<file path="src/rtl/counter_pkg.sv">
// Shared definitions for the parametrised up/down counter family:
// direction encodings and elaboration-time parameter legality helpers.
package counter_pkg;

  localparam logic DIR_UP = 1'b1;
  localparam logic DIR_DN = 1'b0;

  // MAX_VAL must be at least 1 and must fit in WIDTH bits.
  function automatic bit max_val_ok(input int width, input int max_val);
    longint limit;
    limit = (longint'(1) << width) - longint'(1);
    return (width >= 1) && (max_val >= 1) && (longint'(max_val) <= limit);
  endfunction

  // RST_VAL must lie inside the count range 0..MAX_VAL.
  function automatic bit rst_val_ok(input int max_val, input int rst_val);
    return (rst_val >= 0) && (rst_val <= max_val);
  endfunction

endpackage

</file>
<file path="src/rtl/updown_counter_param_if.sv">
// Control and status bundle of the up/down counter. The master drives the
// count controls, the slave (the counter) returns the count and its flags.
interface updown_counter_param_if
  import counter_pkg::*;
#(
  parameter int WIDTH = 4
);

  logic             en;
  logic             up_dn;
  logic             load;
  logic [WIDTH-1:0] load_val;
  logic [WIDTH-1:0] count_out;
  logic             tc;
  logic             wrap;
  logic             sat;

  modport master (
    output en, up_dn, load, load_val,
    input  count_out, tc, wrap, sat
  );

  modport slave (
    input  en, up_dn, load, load_val,
    output count_out, tc, wrap, sat
  );

endinterface

</file>
<file path="src/rtl/updown_next.sv">
// Purely combinational next-state of one counting step: given the current
// count and direction it yields the stepped count plus the wrap and sat
// flags that step would produce. Load priority lives in the parent.
module updown_next
  import counter_pkg::*;
#(
  parameter int WIDTH    = 4,
  parameter int MAX_VAL  = (2 ** WIDTH) - 1,
  parameter int SATURATE = 0
) (
  input  logic [WIDTH-1:0] count,
  input  logic             up_dn,
  output logic [WIDTH-1:0] next_count,
  output logic             next_wrap,
  output logic             next_sat
);

  localparam logic [WIDTH-1:0] MAX_CNT  = WIDTH'(MAX_VAL);
  localparam logic [WIDTH-1:0] ZERO     = '0;
  localparam logic [WIDTH-1:0] ONE      = WIDTH'(1);
  localparam bit               SAT_MODE = (SATURATE != 0);

  logic at_end;

  // Step away from the current count, wrapping or holding at the range ends.
  always_comb begin
    next_count = count;
    next_wrap  = 1'b0;
    next_sat   = 1'b0;
    at_end     = (up_dn == DIR_UP) ? (count == MAX_CNT) : (count == ZERO);
    if (!at_end) begin
      next_count = (up_dn == DIR_UP) ? (count + ONE) : (count - ONE);
    end else if (SAT_MODE) begin
      next_sat = 1'b1;
    end else begin
      next_count = (up_dn == DIR_UP) ? ZERO : MAX_CNT;
      next_wrap  = 1'b1;
    end
  end

endmodule

</file>
<file path="src/rtl/updown_counter_param.sv">
// Parametrised up/down counter with parallel load, programmable terminal
// value, wrap or saturate behaviour, terminal-count and wrap/sat flags.
module updown_counter_param
  import counter_pkg::*;
#(
  parameter int WIDTH    = 4,
  parameter int MAX_VAL  = (2 ** WIDTH) - 1,
  parameter int RST_VAL  = 0,
  parameter int SATURATE = 0
) (
  input  logic                   clk,
  input  logic                   reset,
  updown_counter_param_if.slave  bus
);

  if (!max_val_ok(WIDTH, MAX_VAL)) begin : g_bad_max_val
    $error("updown_counter_param: MAX_VAL must be in 1..2**WIDTH-1");
  end
  if (!rst_val_ok(MAX_VAL, RST_VAL)) begin : g_bad_rst_val
    $error("updown_counter_param: RST_VAL must be in 0..MAX_VAL");
  end

  localparam logic [WIDTH-1:0] MAX_CNT = WIDTH'(MAX_VAL);
  localparam logic [WIDTH-1:0] RST_CNT = WIDTH'(RST_VAL);
  localparam logic [WIDTH-1:0] ZERO    = '0;

  logic [WIDTH-1:0] count_q;
  logic             wrap_q;
  logic             sat_q;
  logic [WIDTH-1:0] step_count;
  logic             step_wrap;
  logic             step_sat;
  logic [WIDTH-1:0] load_clamped;

  // A load above the terminal value is clamped; with a full-range modulus
  // every load value is already legal so no comparator is built.
  if (MAX_VAL < (2 ** WIDTH) - 1) begin : g_clamp
    assign load_clamped = (bus.load_val > MAX_CNT) ? MAX_CNT : bus.load_val;
  end else begin : g_no_clamp
    assign load_clamped = bus.load_val;
  end

  updown_next #(
    .WIDTH   (WIDTH),
    .MAX_VAL (MAX_VAL),
    .SATURATE(SATURATE)
  ) u_next (
    .count     (count_q),
    .up_dn     (bus.up_dn),
    .next_count(step_count),
    .next_wrap (step_wrap),
    .next_sat  (step_sat)
  );

  // Count register with load > enable > hold priority; wrap is a pulse, sat a level.
  always_ff @(posedge clk or negedge reset) begin
    if (!reset) begin
      count_q <= RST_CNT;
      wrap_q  <= 1'b0;
      sat_q   <= 1'b0;
    end else if (bus.load) begin
      count_q <= load_clamped;
      wrap_q  <= 1'b0;
      sat_q   <= 1'b0;
    end else if (bus.en) begin
      count_q <= step_count;
      wrap_q  <= step_wrap;
      sat_q   <= step_sat;
    end else begin
      wrap_q  <= 1'b0;
    end
  end

  assign bus.count_out = count_q;
  assign bus.wrap      = wrap_q;
  assign bus.sat       = sat_q;
  assign bus.tc        = (bus.up_dn == DIR_UP) ? (count_q == MAX_CNT) : (count_q == ZERO);

endmodule
</file>
<file path="src/flat_wrapper.sv">
// flat-port wrapper written by rule: the top's interface ports become plain ports
module updown_counter_param_flat import counter_pkg::*;
#(
  parameter int WIDTH    = 4,
  parameter int MAX_VAL  = (2 ** WIDTH) - 1,
  parameter int RST_VAL  = 0,
  parameter int SATURATE = 0
)
  (clk, reset, bus_en, bus_up_dn, bus_load, bus_load_val, bus_count_out, bus_tc, bus_wrap, bus_sat);
  updown_counter_param_if #(.WIDTH(WIDTH)) bus_i ();
  input  logic clk;
  input  logic reset;
  input wire logic [$bits(bus_i.en)-1:0] bus_en;
  input wire logic [$bits(bus_i.up_dn)-1:0] bus_up_dn;
  input wire logic [$bits(bus_i.load)-1:0] bus_load;
  input wire logic [$bits(bus_i.load_val)-1:0] bus_load_val;
  output wire logic [$bits(bus_i.count_out)-1:0] bus_count_out;
  output wire logic [$bits(bus_i.tc)-1:0] bus_tc;
  output wire logic [$bits(bus_i.wrap)-1:0] bus_wrap;
  output wire logic [$bits(bus_i.sat)-1:0] bus_sat;
  assign bus_i.en = bus_en;
  assign bus_i.up_dn = bus_up_dn;
  assign bus_i.load = bus_load;
  assign bus_i.load_val = bus_load_val;
  assign bus_count_out = bus_i.count_out;
  assign bus_tc = bus_i.tc;
  assign bus_wrap = bus_i.wrap;
  assign bus_sat = bus_i.sat;
  updown_counter_param #(.WIDTH(WIDTH), .MAX_VAL(MAX_VAL), .RST_VAL(RST_VAL), .SATURATE(SATURATE)) u_core (.clk(clk), .reset(reset), .bus(bus_i));
endmodule
</file>
<file path="config.mk">
export PLATFORM = sky130hd
export DESIGN_NAME = updown_counter_param_flat
export DESIGN_NICKNAME = d
export VERILOG_FILES = /design/src/rtl/counter_pkg.sv /design/src/rtl/updown_counter_param_if.sv /design/src/rtl/updown_next.sv /design/src/rtl/updown_counter_param.sv /design/src/flat_wrapper.sv
export SDC_FILE = /design/constraint.sdc
export NUM_CORES = 1
export LEC_CHECK = 0
export CAP_MARGIN = 10
export CORE_AREA = 2 2 39 41
export CTS_CLUSTER_DIAMETER = 40
export DETAILED_ROUTE_END_ITERATION = 12
export DIE_AREA = 0 0 41 43
export PLACE_DENSITY = 0.66
export REMOVE_ABC_BUFFERS = 1
export SYNTH_ARGS = -nofsm -noshare
export SYNTH_HDL_FRONTEND = slang
export SYNTH_SLANG_ARGS = --single-unit
</file>
<file path="constraint.sdc">
create_clock -name clk -period 1.3 [get_ports clk]
set_clock_uncertainty 0.05 [all_clocks]
set_input_delay 0.26 -clock clk [delete_from_list [all_inputs] [get_ports clk]]
set_output_delay 0.26 -clock clk [all_outputs]
set_load 0.01 [all_outputs]
</file>
Word level (Yosys, flattened, before mapping)
Index checks and enable logic that the tools add are counted.

storage, ports and cells
  register bits after elaboration = 6
  input bits = 9
  output and inout bits = 7
  logic and storage cells = 19

cells by class
  add/subtract/negate cells = 2
  eq/ne operators = 1
  mux-type cells = 11
  reductions and logical operators = 2

operator list
  kind                                                                count
  4-bit 2-to-1 mux                                                    5
  1-bit 2-to-1 mux                                                    6
  4-bit by 1-bit adder with 4-bit output, second input constant       1
  4-bit equality test, second input constant                          1
  4-bit zero test                                                     1
  4-bit by 1-bit subtractor with 4-bit output, second input constant  1
  2-bit nonzero test                                                  1

Longest topological paths before layout
  depth in word-level cells = 5
  mapped depth = 6
  gate-level depth less buffers = 6

Hierarchy
A second synthesis with hierarchy kept.

second synthesis, totals
  cells, all modules = 56
  area, all modules = 499.2 um^2

by module, submodules not included
  module                times used  cells an instance  area each (um^2)  seq. area each (um^2)
  updown_counter_param  1           27                 279.0             150.1
  updown_next           1           29                 220.2             0.0

Worst setup path before layout
Ideal clock, no wire load.

  path kind = register to register
  start point = register u_core.count_q[2], in the netlist u_core.bus.count_out[2]
  end point = register u_core.count_q[3], in the netlist u_core.bus.count_out[3]
  library setup time = 0.095 ns
  arrival time = 1.370 ns
  data required time = 1.155 ns
  slack = -0.216 ns
  stages on the path, launching flop included = 6
  buffers on the path = 0
  clock period less this slack = 1.516 ns
  cell sequence = dfrtp_1 -> ha_1 -> a21oi_1 -> a21o_1 -> a31oi_1 -> o31ai_1

between the ends
  word-level cells in the longest chain between the ends = 5
  elaborated cells between the ends (all ways) = 9
  those cells by class = add/sub (2); eq/ne (1); mux (5); reduce/logical (1)

RTL lines
  element                                                                    line                                  source
  from (decl)                                                                updown_counter_param.sv:27            logic [WIDTH-1:0] count_q;
  from (signal assigned)                                                     updown_counter_param.sv:62            count_q <= load_clamped;
  from (signal assigned)                                                     updown_counter_param.sv:66            count_q <= step_count;
  4-bit by 1-bit subtractor with 4-bit output, or another cell as far along  updown_next.sv:32                     next_count = (up_dn == DIR_UP) ? (count + ONE) : (count - ONE);
  4-bit 2-to-1 mux / 1-bit 2-to-1 mux (equally long branches)                updown_next.sv:32, updown_next.sv:30
  4-bit 2-to-1 mux *                                                         updown_next.sv:31                     if (!at_end) begin
  4-bit 2-to-1 mux *                                                         updown_counter_param.sv:65            end else if (bus.en) begin
  4-bit 2-to-1 mux *                                                         updown_counter_param.sv:61            end else if (bus.load) begin

Mark *: on every way between the ends. The rest lies on a longest branch, timed or not. The select of a mux whose other input is x is not followed.
A chain may end at the register's enable or synchronous reset.

Final worst setup path
  start point = register u_core.count_q[0], in the netlist u_core.bus.count_out[0]
  end point = output bus_tc

between the ends
  word-level cells in the longest chain between the ends = 2
  elaborated cells between the ends (all ways) = 3
  those cells by class = eq/ne (1); mux (1); reduce/logical (1)

RTL lines
  element                                                        line                        source
  4-bit equality test / 4-bit zero test (equally long branches)  updown_counter_param.sv:77  assign bus.tc = (bus.up_dn == DIR_UP) ? (count_q == MAX_CNT) : (count_q == ZERO);
  1-bit 2-to-1 mux *                                             updown_counter_param.sv:77
  to (decl)                                                      flat_wrapper.sv:18          output wire logic [$bits(bus_i.tc)-1:0] bus_tc;

Mark *: on every way between the ends. The rest lies on a longest branch, timed or not.

==> impl_metrics.py <==
metrics = {
    "sta": {
        "timing.final.crit_share_pct": 124,
        "drv_slew": 0,
        "grt_setup_unrepaired": "true",
        "timing.final.crit_period_ns": 1.62,
        "final-hold-violation-count": 0,
        "final-setup-viol-count": 6,
        "smallest_setup_slack_after_layout_ns": -0.318,
        "hold-worst-slack_ns": 0.190,
        "max_clock_freq_mhz": 618,
        "fin_setup_tns_ns": -1.08,
    },
    "final_layout": {
        "insertedDiodeCount": 0,
        "final_cell_mix": "10 x buf_6, 9 x buf_4, 7 x clkdlybuf4s50_1, 4 x nand2_1, 4 x dfrtp_1",
        "final_common_cell": "buf_6",
        "area_growth_pct": 98.7,
        "layout.core_utilization_pct": 54.8,
        "final_cells": 87,
        "final_design_area_excluding_fillers_sq_um": 758,
        "drive_above_1_share_pct": 52.1,
        "design.final.nets": 84,
    },
    "worst_setup_path": {
        "worstPathRequired_ns": 0.99,
        "worst_ep_arrival_time_ns": 1.31,
        "worst_path_max_delay_cell": "dfrtp_1",
        "worst_r2r_startpoint": "u_core.bus.count_out[2]$_DFFE_PN0P_",
        "worstPathBufferInverterCount": 1,
        "worstSetupStartpointType": "flip-flop",
        "regToRegSetupSlack_ns": -0.28,
        "ff2ff_path_depth": 6,
        "rr_endpoint": "u_core.bus.count_out[3]$_DFFE_PN0P_",
        "cp_depth": 3,
        "crit_path_max_incr_delay_ns": 0.39,
        "critPathCaptureType": "primary output",
        "cp_max_fo": 3,
        "timing.critical_path.cells": "or2_4 > o41ai_4 > buf_2",
        "worstSetupPathType": "flip-flop to primary output",
        "worst_path_top_cell_family_by_delay": "flip-flops",
    },
    "hold_path": {
        "min_path_type": "primary input to asynchronous set/reset pin",
    },
    "synth": {
        "yosysWarnings": 0,
        "syn-cell-area_sq_um": 382,
        "yosys.cell_types.count": 22,
        "synth_edf_count": 0,
        "avgSynthCellArea_sq_um": 9.79,
        "postSynthRegisterBits": 5,
        "syn-instance-count": 39,
        "ys_dominant_reg_cell": "dfrtp_1",
        "ys_seq_area_share_pct": 32.8,
        "ys_async_sr_fraction_pct": 100,
    },
    "power_and_ir_drop": {
        "vdd_drop_max_mv": 0.641,
        "post-layout-total-power_mw": 0.734,
        "power_per_cell_area_nw_per_um2": 967,
        "static-leakage-power_nw": 0.350,
    },
    "cts": {
        "clk_latency_ns": 0.24,
        "tritoncts": "done",
        "cts_num_sinks": 5,
        "tritoncts.num_buffers": 3,
        "cts_buffer_depth": 2,
        "path_clk_slew_ns": 0.04,
        "cts-hold-fix-buffers": 0,
        "ctsRootBufferMaster": "clkbuf_4",
        "h_tree_depth": 1,
    },
    "placement": {
        "buffer_ports.inserted": 14,
        "hpwl_after_detailed_placement_um": 749,
        "post_dp_cell_area_sq_um": 621,
        "dp_worst_setup_slack_ns": -0.747,
        "place.gp.congestion": 0.795,
        "placed_cells_incl_taps": 79,
    },
    "routing": {
        "route.detailed.vias_per_inst": 4.55,
        "drtIter0Drc": 2,
        "drt.antenna.violating_nets": 0,
        "route.vias.total": 396,
        "routed_wl_um": 959,
        "drt_drc_violations_left": 0,
        "routedWlPerCell_um": 11.0,
        "drt_first_pass_iters": 4,
    },
    "global_route": {
        "grt_remaining_overflow": 0,
        "grt_antenna_before_repair": 0,
        "fraction_of_met3_tracks_used_by_global_routing_pct": 7.85,
        "first_global_vias": 414,
        "track_usage_pct": 14.3,
        "top_usage_layer": "met2",
        "globalRouteMet2Util_pct": 20.9,
        "global_route_wire_length_before_repair_um": 1700,
        "largest_net_degree_at_the_start_of_global_routing": 10,
        "grtUsageMet1_pct": 17.6,
    },
    "die": {
        "fp.dieArea_sq_um": 1760,
        "initial_utilization_pct": 27.6,
        "core_area_sq_um": 1380,
        "core_rows": 14,
        "fp.dieW_um": 41,
        "die_h_um": 43,
        "floorplan.io_pins": 16,
    },
    "job": {
        "cap_violations": 0,
    },
    "run_status": {
        "violations": "setup timing",
        "run_status": "finished with violations",
    },
}
-- how the worst max path moves through the flow --
stage	endpoint	start	slack (ns)
final	bus_tc	u_core.bus.count_out[0]$_DFFE_PN0P_	-0.32
after CTS	bus_tc	u_core.bus.count_out[0]$_DFFE_PN0P_	-0.32
after floorplan	u_core.bus.count_out[3]$_DFFE_PN0P_	u_core.bus.count_out[2]$_DFFE_PN0P_	-0.22
after global placement	bus_tc	bus_up_dn	-0.73
after detailed placement	bus_tc	bus_up_dn	-0.75
after global routing	bus_tc	u_core.bus.count_out[0]$_DFFE_PN0P_	-0.37
-- cell type report --
cell class / count / area [sq um]
Inverter: 1 / 3.75
Sequential cell: 5 / 126
Multi-Input combinational cell: 31 / 298
Clock buffer: 4 / 26.3
Tap cell: 16 / 20.0
Timing Repair Buffer: 30 / 284
Fill cell: 126 / 626
-- where the power goes --
part | switching [mW] | internal [mW]
clock | 0.0610 | 0.116
sequential | 0.0155 | 0.175
combinational | 0.154 | 0.213
total | 0.230 | 0.504
-- flip-flops by register name (all words and copies together) (netlist names) --
name,count
u_core.bus.wrap,1
u_core.bus.count_out,4
-- metal layers --
layer,vias up,part of all wire (%)
li1,207,-
met1,178,46
met2,11,49
met3,0,5.3
met4,0,0
met5,-,0
-- what timing repair did --
action / in CTS / in global routing
hold endpoints to repair: 0 / 0
buffers inserted: 2 / 3
pin swaps: 4 / 6
endpoints found under the setup margin: 9 / 8
gates resized for setup: 36 / 6
-- synth_stat cells, types with 2 or more instances --
cell type  number  area share (%)
nor2_1          3             3.0
o31ai_1         3             5.9
nand3_1         3             3.9
xor2_1          2             4.6
a21oi_1         3             3.9
nand2_1         4             3.9
ha_1            2             6.6
dfrtp_1         5              33
-- cell families (layout without fill, tap and decap cells) --
| logic type | count (synthesis) | after routing | share of synthesized area [%] |
|---|---|---|---|
| AOI/OAI and AO/OA | 11 | 11 | 26.2 |
| xor gates and xnor gates | 3 | 3 | 6.89 |
| adders and majority gates | 3 | 3 | 11.8 |
| buffers and inverters | 3 | 35 | 3.93 |
| DFF | 5 | 5 | 32.8 |
| other | 1 | 1 | 0.983 |
| and+or+nand+nor | 13 | 13 | 17.4 |
Power figures use the tool's default switching activity.
